**config.mk**
```make
export PLATFORM = sky130hd
export DESIGN_NAME = seq_arith_unit
export DESIGN_NICKNAME = d
export VERILOG_FILES = /design/src/rtl/arith_pkg.sv /design/src/rtl/ripple_add_sub.sv /design/src/rtl/seq_arith_unit.sv
export SDC_FILE = /design/constraint.sdc
export NUM_CORES = 1
export LEC_CHECK = 0
export ABC_CLOCK_PERIOD_IN_PS = 4100
export CAP_MARGIN = 20
export CELL_PAD_IN_SITES_DETAIL_PLACEMENT = 1
export CELL_PAD_IN_SITES_GLOBAL_PLACEMENT = 1
export CORE_UTILIZATION = 23
export CTS_CLUSTER_SIZE = 28
export DETAILED_ROUTE_END_ITERATION = 8
export GPL_TIMING_DRIVEN = 0
export HOLD_SLACK_MARGIN = 0.05
export PLACE_DENSITY_LB_ADDON = 0.2
export SYNTH_ARGS = -nofsm -noshare
export SYNTH_HDL_FRONTEND = slang
export SYNTH_HIERARCHICAL = 1
export SYNTH_SLANG_ARGS = --single-unit
```
**constraint.sdc**
```tcl
create_clock -name clk -period 4.1 [get_ports clk]
set_input_delay 0.82 -clock clk [delete_from_list [all_inputs] [get_ports clk]]
set_output_delay 0.82 -clock clk [all_outputs]
set_load 0.005 [all_outputs]
```
**src/rtl/arith_pkg.sv**
```systemverilog
// Shared types for seq_arith_unit: opcode and FSM state encodings.
package arith_pkg;

   typedef enum logic [1:0] {
      OP_ADD = 2'b00,
      OP_SUB = 2'b01,
      OP_MUL = 2'b10,
      OP_DIV = 2'b11
   } op_t;

   typedef enum logic [1:0] {
      IDLE   = 2'b00,
      ADDSUB = 2'b01,
      ITER   = 2'b10,
      FINISH = 2'b11
   } state_t;

endpackage

```
**src/rtl/ripple_add_sub.sv**
```systemverilog
// N-bit ripple-carry adder/subtractor; sub=1 computes a - b as a + ~b + 1.
module ripple_add_sub #(
   parameter int N = 5
) (
   input  logic [N-1:0] a,
   input  logic [N-1:0] b,
   input  logic         sub,
   output logic [N-1:0] sum,
   output logic         cout
);

   logic [N-1:0] bb;
   logic [N:0]   c;

   always_comb begin
      bb   = b ^ {N{sub}};
      c    = '0;
      sum  = '0;
      c[0] = sub;
      for (int i = 0; i < N; i++) begin
         sum[i]   = a[i] ^ bb[i] ^ c[i];
         c[i+1]   = (a[i] & bb[i]) | (c[i] & (a[i] ^ bb[i]));
      end
      cout = c[N];
   end

endmodule

```
**src/rtl/seq_arith_unit.sv**
```systemverilog
// Multi-cycle add/sub/shift-add multiply/restoring divide with start/busy/done.
// Define ARITH_SIGNED_EN for two's-complement operands; default build is unsigned.
module seq_arith_unit
   import arith_pkg::*;
#(
   parameter int WIDTH = 4
) (
   input  logic               clk,
   input  logic               rst_n,
   input  logic               start,
   input  logic [1:0]         sel,
   input  logic [WIDTH-1:0]   x,
   input  logic [WIDTH-1:0]   y,
   output logic               busy,
   output logic               done,
   output logic [2*WIDTH-1:0] out,
   output logic               carry,
   output logic               div_zero
);

   localparam int W2 = 2 * WIDTH;
   localparam int CW = $clog2(WIDTH + 1);

   // Handshake: start is sampled only in IDLE; busy is high from the capture
   // edge until the result edge; done pulses for the single cycle after out,
   // carry and div_zero update. A start seen while busy is dropped.

   state_t            state;
   op_t               op;
   logic [WIDTH-1:0]  a;
   logic [WIDTH-1:0]  b;
   logic [W2-1:0]     acc;
   logic [CW-1:0]     cnt;
   logic              dz;

   logic [WIDTH:0]    ra;
   logic [WIDTH:0]    rb;
   logic [WIDTH:0]    rs;
   logic              rsub;
   logic              rco;

   logic [WIDTH-1:0]  xm;
   logic [WIDTH-1:0]  ym;
   logic [W2-1:0]     fin;

   ripple_add_sub #(.N(WIDTH + 1)) u_alu (
      .a    (ra),
      .b    (rb),
      .sub  (rsub),
      .sum  (rs),
      .cout (rco)
   );

   // One datapath serves add/sub, the multiply accumulate and the divide trial.
   always_comb begin
      ra   = '0;
      rb   = '0;
      rsub = 1'b0;
      case (state)
         ADDSUB: begin
`ifdef ARITH_SIGNED_EN
            ra = {a[WIDTH-1], a};
            rb = {b[WIDTH-1], b};
`else
            ra = {1'b0, a};
            rb = {1'b0, b};
`endif
            rsub = (op == OP_SUB);
         end
         ITER: begin
            if (op == OP_MUL) begin
               ra = {1'b0, acc[W2-1:WIDTH]};
               rb = acc[0] ? {1'b0, b} : '0;
            end else begin
               ra   = acc[W2-1:WIDTH-1];
               rb   = {1'b0, b};
               rsub = 1'b1;
            end
         end
         default: ;
      endcase
   end

`ifdef ARITH_SIGNED_EN
   logic neg_q;
   logic neg_r;

   always_comb begin
      xm = x[WIDTH-1] ? (~x + 1'b1) : x;
      ym = y[WIDTH-1] ? (~y + 1'b1) : y;
   end

   // Sign fix-up of the unsigned core result, applied on the FINISH edge.
   always_comb begin
      fin = acc;
      if (op == OP_MUL) begin
         if (neg_q) fin = ~acc + 1'b1;
      end else if (!dz) begin
         fin[W2-1:WIDTH]  = neg_r ? (~acc[W2-1:WIDTH] + 1'b1) : acc[W2-1:WIDTH];
         fin[WIDTH-1:0]   = neg_q ? (~acc[WIDTH-1:0] + 1'b1) : acc[WIDTH-1:0];
      end
   end
`else
   always_comb begin
      xm  = x;
      ym  = y;
      fin = acc;
   end
`endif

   always_ff @(posedge clk or negedge rst_n) begin
      if (!rst_n) begin
         state    <= IDLE;
         op       <= OP_ADD;
         a        <= '0;
         b        <= '0;
         acc      <= '0;
         cnt      <= '0;
         dz       <= 1'b0;
         busy     <= 1'b0;
         done     <= 1'b0;
         out      <= '0;
         carry    <= 1'b0;
         div_zero <= 1'b0;
`ifdef ARITH_SIGNED_EN
         neg_q    <= 1'b0;
         neg_r    <= 1'b0;
`endif
      end else begin
         done <= 1'b0;
         case (state)
            IDLE: begin
               if (start) begin
                  op   <= op_t'(sel);
                  a    <= x;
                  b    <= y;
                  cnt  <= '0;
                  dz   <= (sel == OP_DIV) && (y == '0);
                  busy <= 1'b1;
`ifdef ARITH_SIGNED_EN
                  neg_q <= x[WIDTH-1] ^ y[WIDTH-1];
                  neg_r <= x[WIDTH-1];
`endif
                  if (sel[1]) begin
                     state <= ITER;
                     // Multiplier bits live in the low half of acc, multiplicand in b.
                     if (sel == OP_MUL) begin
                        acc <= {{WIDTH{1'b0}}, ym};
                        b   <= xm;
                     end else begin
                        acc <= {{WIDTH{1'b0}}, xm};
                        b   <= ym;
                     end
                  end else begin
                     state <= ADDSUB;
                  end
               end
            end
            ADDSUB: begin
`ifdef ARITH_SIGNED_EN
               out   <= {{(WIDTH-1){rs[WIDTH]}}, rs};
               carry <= rs[WIDTH] ^ rs[WIDTH-1];
`else
               out   <= (op == OP_ADD) ? {{(WIDTH-1){1'b0}}, rs}
                                       : {{(WIDTH-1){rs[WIDTH]}}, rs};
               carry <= rs[WIDTH];
`endif
               div_zero <= 1'b0;
               done     <= 1'b1;
               busy     <= 1'b0;
               state    <= IDLE;
            end
            ITER: begin
               if (dz) begin
                  acc   <= {a, {WIDTH{1'b1}}};
                  state <= FINISH;
               end else begin
                  if (op == OP_MUL) begin
                     acc <= {rs, acc[WIDTH-1:1]};
                  end else begin
                     // Keep the trial difference only when it did not borrow.
                     acc <= {(rco ? rs[WIDTH-1:0] : ra[WIDTH-1:0]),
                             acc[WIDTH-2:0], rco};
                  end
                  cnt <= cnt + CW'(1);
                  if (cnt == CW'(WIDTH - 1)) state <= FINISH;
               end
            end
            FINISH: begin
               out      <= fin;
               carry    <= 1'b0;
               div_zero <= dz;
               done     <= 1'b1;
               busy     <= 1'b0;
               state    <= IDLE;
            end
            default: state <= IDLE;
         endcase
      end
   end

endmodule

```
==> flow_results.xml <==
<?xml version="1.0" encoding="UTF-8"?>
<metrics>
  <group name="finish">
    <metric name="layout.nets" unit="">307</metric>
    <metric name="instances_no_fill" unit="">417</metric>
    <metric name="postLayoutCellArea" unit="µm²">2952</metric>
    <metric name="syn2layout_area_growth" unit="%">27.17</metric>
    <metric name="diodes" unit="">0</metric>
    <metric name="drive_above_1_share" unit="%">19.01</metric>
  </group>
  <group name="route">
    <metric name="wirelength" unit="mm">6.407</metric>
    <metric name="routed-via-count" unit="">1946</metric>
    <metric name="vias_per_cell" unit="">4.667</metric>
    <metric name="drcViolationCount" unit="">0</metric>
    <metric name="dr.max_layer_used" unit="">met4</metric>
    <metric name="drt.antenna.violating_nets" unit="">0</metric>
    <metric name="first_pass_iters" unit="">4</metric>
    <metric name="avgRoutedWirePerCell" unit="µm">15.36</metric>
    <metric name="wl_met1" unit="mm">3.270</metric>
    <metric name="initialDrtViolationCount" unit="">59</metric>
    <metric name="met3WireLength" unit="µm">204</metric>
    <metric name="dr_wl_met2" unit="mm">2.844</metric>
  </group>
  <group name="synthesis">
    <metric name="syn_area_per_cell" unit="µm²">9.397</metric>
    <metric name="yosysWarnings" unit="">6</metric>
    <metric name="synth_top_cell_by_area" unit="">dfrtp_1</metric>
    <metric name="synth_flop_cell" unit="">dfrtp_1</metric>
    <metric name="synth_area_leaders" unit="">dfrtp_1, mux2_2, nand2_1, o21ai_0, mux2i_1</metric>
    <metric name="syn_nets" unit="">271</metric>
    <metric name="yosysTopAreaCellShare" unit="%">38.81</metric>
    <metric name="netlist-cell-type-count" unit="">46</metric>
    <metric name="seq_area_frac_synth" unit="%">38.81</metric>
    <metric name="netlist_area" unit="µm²">2321</metric>
    <metric name="register_bit_count_reported_by_yosys" unit="">36</metric>
    <metric name="synth_edf_count" unit="">0</metric>
    <metric name="post_synth_inst_count" unit="">247</metric>
    <metric name="asyncSetResetFlopFracSynth" unit="%">100.0</metric>
  </group>
  <group name="place">
    <metric name="io_buffers" unit="">23</metric>
    <metric name="gpl_wtd_cong" unit="">0.7723</metric>
    <metric name="dpl_worst_slack" unit="ns">-0.3579</metric>
    <metric name="cell_area_after_placement" unit="µm²">2713</metric>
    <metric name="hpwl" unit="mm">4.848</metric>
    <metric name="placed_cells" unit="">403</metric>
  </group>
  <group name="critical_path">
    <metric name="worstPathRequired" unit="ns">4.30</metric>
    <metric name="critical_path.cell_chain" unit="">buf_4, ha_4, buf_6, clkbuf_2, nand3_1, a31oi_1, mux2_2, fa_1, inv_1, fa_2, fa_2, inv_1, fa_1, buf_6, nor2b_4, a21oi_1, a211o_1, a311oi_2</metric>
    <metric name="reg2reg_setup_slack" unit="ns">0.23</metric>
    <metric name="critical_path_peak_fanout" unit="">10</metric>
    <metric name="worst_setup_path_end_kind" unit="">flip-flop</metric>
    <metric name="critical_path.max_stage_delay" unit="ns">0.44</metric>
    <metric name="critical_path_class" unit="">flip-flop to flip-flop</metric>
    <metric name="worstSetupStartpointType" unit="">flip-flop</metric>
    <metric name="crit_path_top_delay_cell" unit="">dfrtp_2</metric>
    <metric name="cp.arrival" unit="ns">4.08</metric>
  </group>
  <group name="die">
    <metric name="num_io_pins" unit="">25</metric>
    <metric name="core_area" unit="µm²">9774</metric>
    <metric name="start_util" unit="%">23.75</metric>
    <metric name="die_outline_area" unit="µm²">10500</metric>
    <metric name="row_count" unit="">36</metric>
    <metric name="chipHeight" unit="µm">102.5</metric>
    <metric name="die_w" unit="µm">102.5</metric>
  </group>
  <group name="sta">
    <metric name="final_critical_path_setup_slack" unit="ns">0.2281</metric>
    <metric name="worst-slew-pin-transition" unit="ns">0.8279</metric>
    <metric name="fin_hold_ws" unit="ns">0.4933</metric>
    <metric name="fmax" unit="GHz">0.2583</metric>
    <metric name="post-route-min-period" unit="ns">3.872</metric>
    <metric name="report.final.hold_viol_count" unit="">0</metric>
    <metric name="count_of_endpoints_failing_setup_in_the_final_report" unit="">0</metric>
    <metric name="timing.clock.skew" unit="ns">0.009190</metric>
    <metric name="final.setup.tns" unit="ns">0</metric>
    <metric name="setup_repair_after_global_routing_missed_its_margin" unit="">no</metric>
    <metric name="max_slew_margin" unit="%">44.81</metric>
    <metric name="maxSlewViolCount" unit="">0</metric>
    <metric name="post-route-period-util" unit="%">94.44</metric>
  </group>
  <group name="global_routing">
    <metric name="grt_first_pass_wirelength" unit="mm">10.47</metric>
    <metric name="overflow_left_after_global_routing" unit="">0</metric>
    <metric name="globalRouteTotalUtil" unit="%">13.29</metric>
    <metric name="grt_max_degree" unit="">37</metric>
    <metric name="vias_in_the_first_global_route" unit="">1876</metric>
    <metric name="antenna_found_initial" unit="">0</metric>
  </group>
  <group name="clock_network">
    <metric name="max-clock-path-buffers" unit="">2</metric>
    <metric name="number_of_buffers_added_by_the_clock_tree_synthesis_step" unit="">5</metric>
    <metric name="clock-root-buffer" unit="">clkbuf_8</metric>
    <metric name="worstSkewPairLatency" unit="ns">0.30</metric>
    <metric name="cts.sinks" unit="">36</metric>
    <metric name="clock_tree_from_tritoncts" unit="">yes</metric>
    <metric name="clk_pin_slew" unit="ns">0.08</metric>
    <metric name="number_of_levels_in_the_clock_h_tree" unit="">2</metric>
    <metric name="cts_hold_buf" unit="">0</metric>
  </group>
  <group name="power">
    <metric name="power.static_leakage" unit="nW">1.236</metric>
    <metric name="p_per_cell_area" unit="nW/µm²">753.6</metric>
    <metric name="vdd.ir_drop.worst" unit="mV">0.1812</metric>
  </group>
  <group name="worst_hold_path">
    <metric name="hold_path.class" unit="">flip-flop to flip-flop</metric>
  </group>
  <group name="outcome">
    <metric name="result_of_the_run" unit="">complete, no violations</metric>
  </group>
  <group name="job">
    <metric name="max_cap_viol_count" unit="">0</metric>
  </group>
</metrics>
critical path: cells and delay by family, from the launching register on:
| kind | cells | cell delay, ns |
|---|---|---|
| multiplexers | 1 | 0.30 |
| AO/OA/AOI/OAI | 4 | 0.73 |
| AND/OR/NAND/NOR | 2 | 0.27 |
| adder cells (fa/ha/maj) | 5 | 1.28 |
| flip-flops | 1 | 0.44 |
| buffers and inverters | 6 | 0.78 |
worst paths after layout:
kind	startpoint	end	cells after the start
worst max-delay path	state[1]	acc[6]	18
worst min-delay path	b[1]	b[1]	2
worst max register to register	state[1]	acc[6]	18
worst min register to register	b[1]	b[1]	2
max in group asynchronous	rst_n	state[0]	1
min in group asynchronous	rst_n	done	1
cells in the mapped netlist, types with 2 or more instances:
master	n
nand2_1	30
mux2_2	10
nand2b_1	5
xor2_1	3
o21ai_1	5
o21ai_0	22
dfrtp_1	36
nand3_1	7
a221o_1	3
nor2_1	9
nor3_1	2
a22oi_1	2
a311oi_2	3
mux2_1	5
a211o_1	3
a21oi_1	10
o22ai_1	4
a22o_1	3
a31oi_1	3
clkbuf_1	8
inv_1	13
nor2b_1	8
and2_1	4
buf_6	2
xnor2_1	2
buf_2	7
fa_1	4
mux2i_1	10
ha_1	7
cell usage in the layout (no fill, tap or decap), types with 6 or more instances in the layout:
cell type | netlist | routed
nand2_1 | 30 | 30
a21oi_1 | 10 | 8
dfrtp_1 | 36 | 34
mux2i_1 | 10 | 10
nand3_1 | 7 | 7
inv_1 | 13 | 12
clkdlybuf4s50_1 | 0 | 22
o21ai_1 | 5 | 6
clkbuf_1 | 8 | 6
buf_4 | 0 | 7
buf_6 | 2 | 6
o21ai_0 | 22 | 21
nor2b_1 | 8 | 7
nor2_1 | 9 | 9
mux2_2 | 10 | 10
stage by stage:
step / util, % / power, W
after floorplan: - / 0.001409
after global placement: 27.80 / 0.001789
after detailed placement: 27.75 / 0.001811
after CTS: 29.05 / 0.002164
after global routing: 30.20 / 0.002423
final: 30.20 / 0.002224
logic make-up after synthesis:
kind of cell,after synthesis,share of synthesized area (%)
AOI/OAI and AO/OA,66,19.25
xor gates and xnor gates,5,1.887
adders and majority gates,11,7.224
buffers and inverters,31,6.038
DFF,36,38.81
muxes,25,11.59
other,1,0.1616
and+or+nand+nor,72,15.04
state kept, by name (all words and copies together) (netlist names), 2 cells and up:
name   cells
a          4
acc        8
b          4
cnt        3
op         2
out        8
state      2
area by class of cell:
| cell class | count | area [µm²] |
|---|---|---|
| Buffer | 16 | 110.1 |
| Clock buffer | 5 | 68.82 |
| Clock inverter | 3 | 42.54 |
| Fill cell | 1153 | 6823 |
| Inverter | 14 | 55.05 |
| Multi-Input combinational cell | 180 | 1328 |
| Sequential cell | 36 | 903.4 |
| Tap cell | 133 | 166.4 |
| Timing Repair Buffer | 30 | 277.8 |
repair_timing:
item,4_1_cts,5_1_grt
buffers inserted,1,6
resized for setup,5,22
setup endpoints to repair,9,8
pin swaps,1,3
metal layers:
layer | GRT usage, % | vias up
met4 | 3.297 | 0
met2 | 20.72 | 45
li1 | - | 936
met1 | 18.80 | 958
met5 | 0 | -
met3 | 2.531 | 7
power breakdown:
| group | switching (W) | internal (W) |
|---|---|---|
| Clock | 0.000144 | 0.000180 |
| Sequential | 0.000147 | 0.000511 |
| Combinational | 0.000673 | 0.000569 |
| Total | 0.000964 | 0.00126 |
No activity file was read; power rests on OpenSTA's default activity.
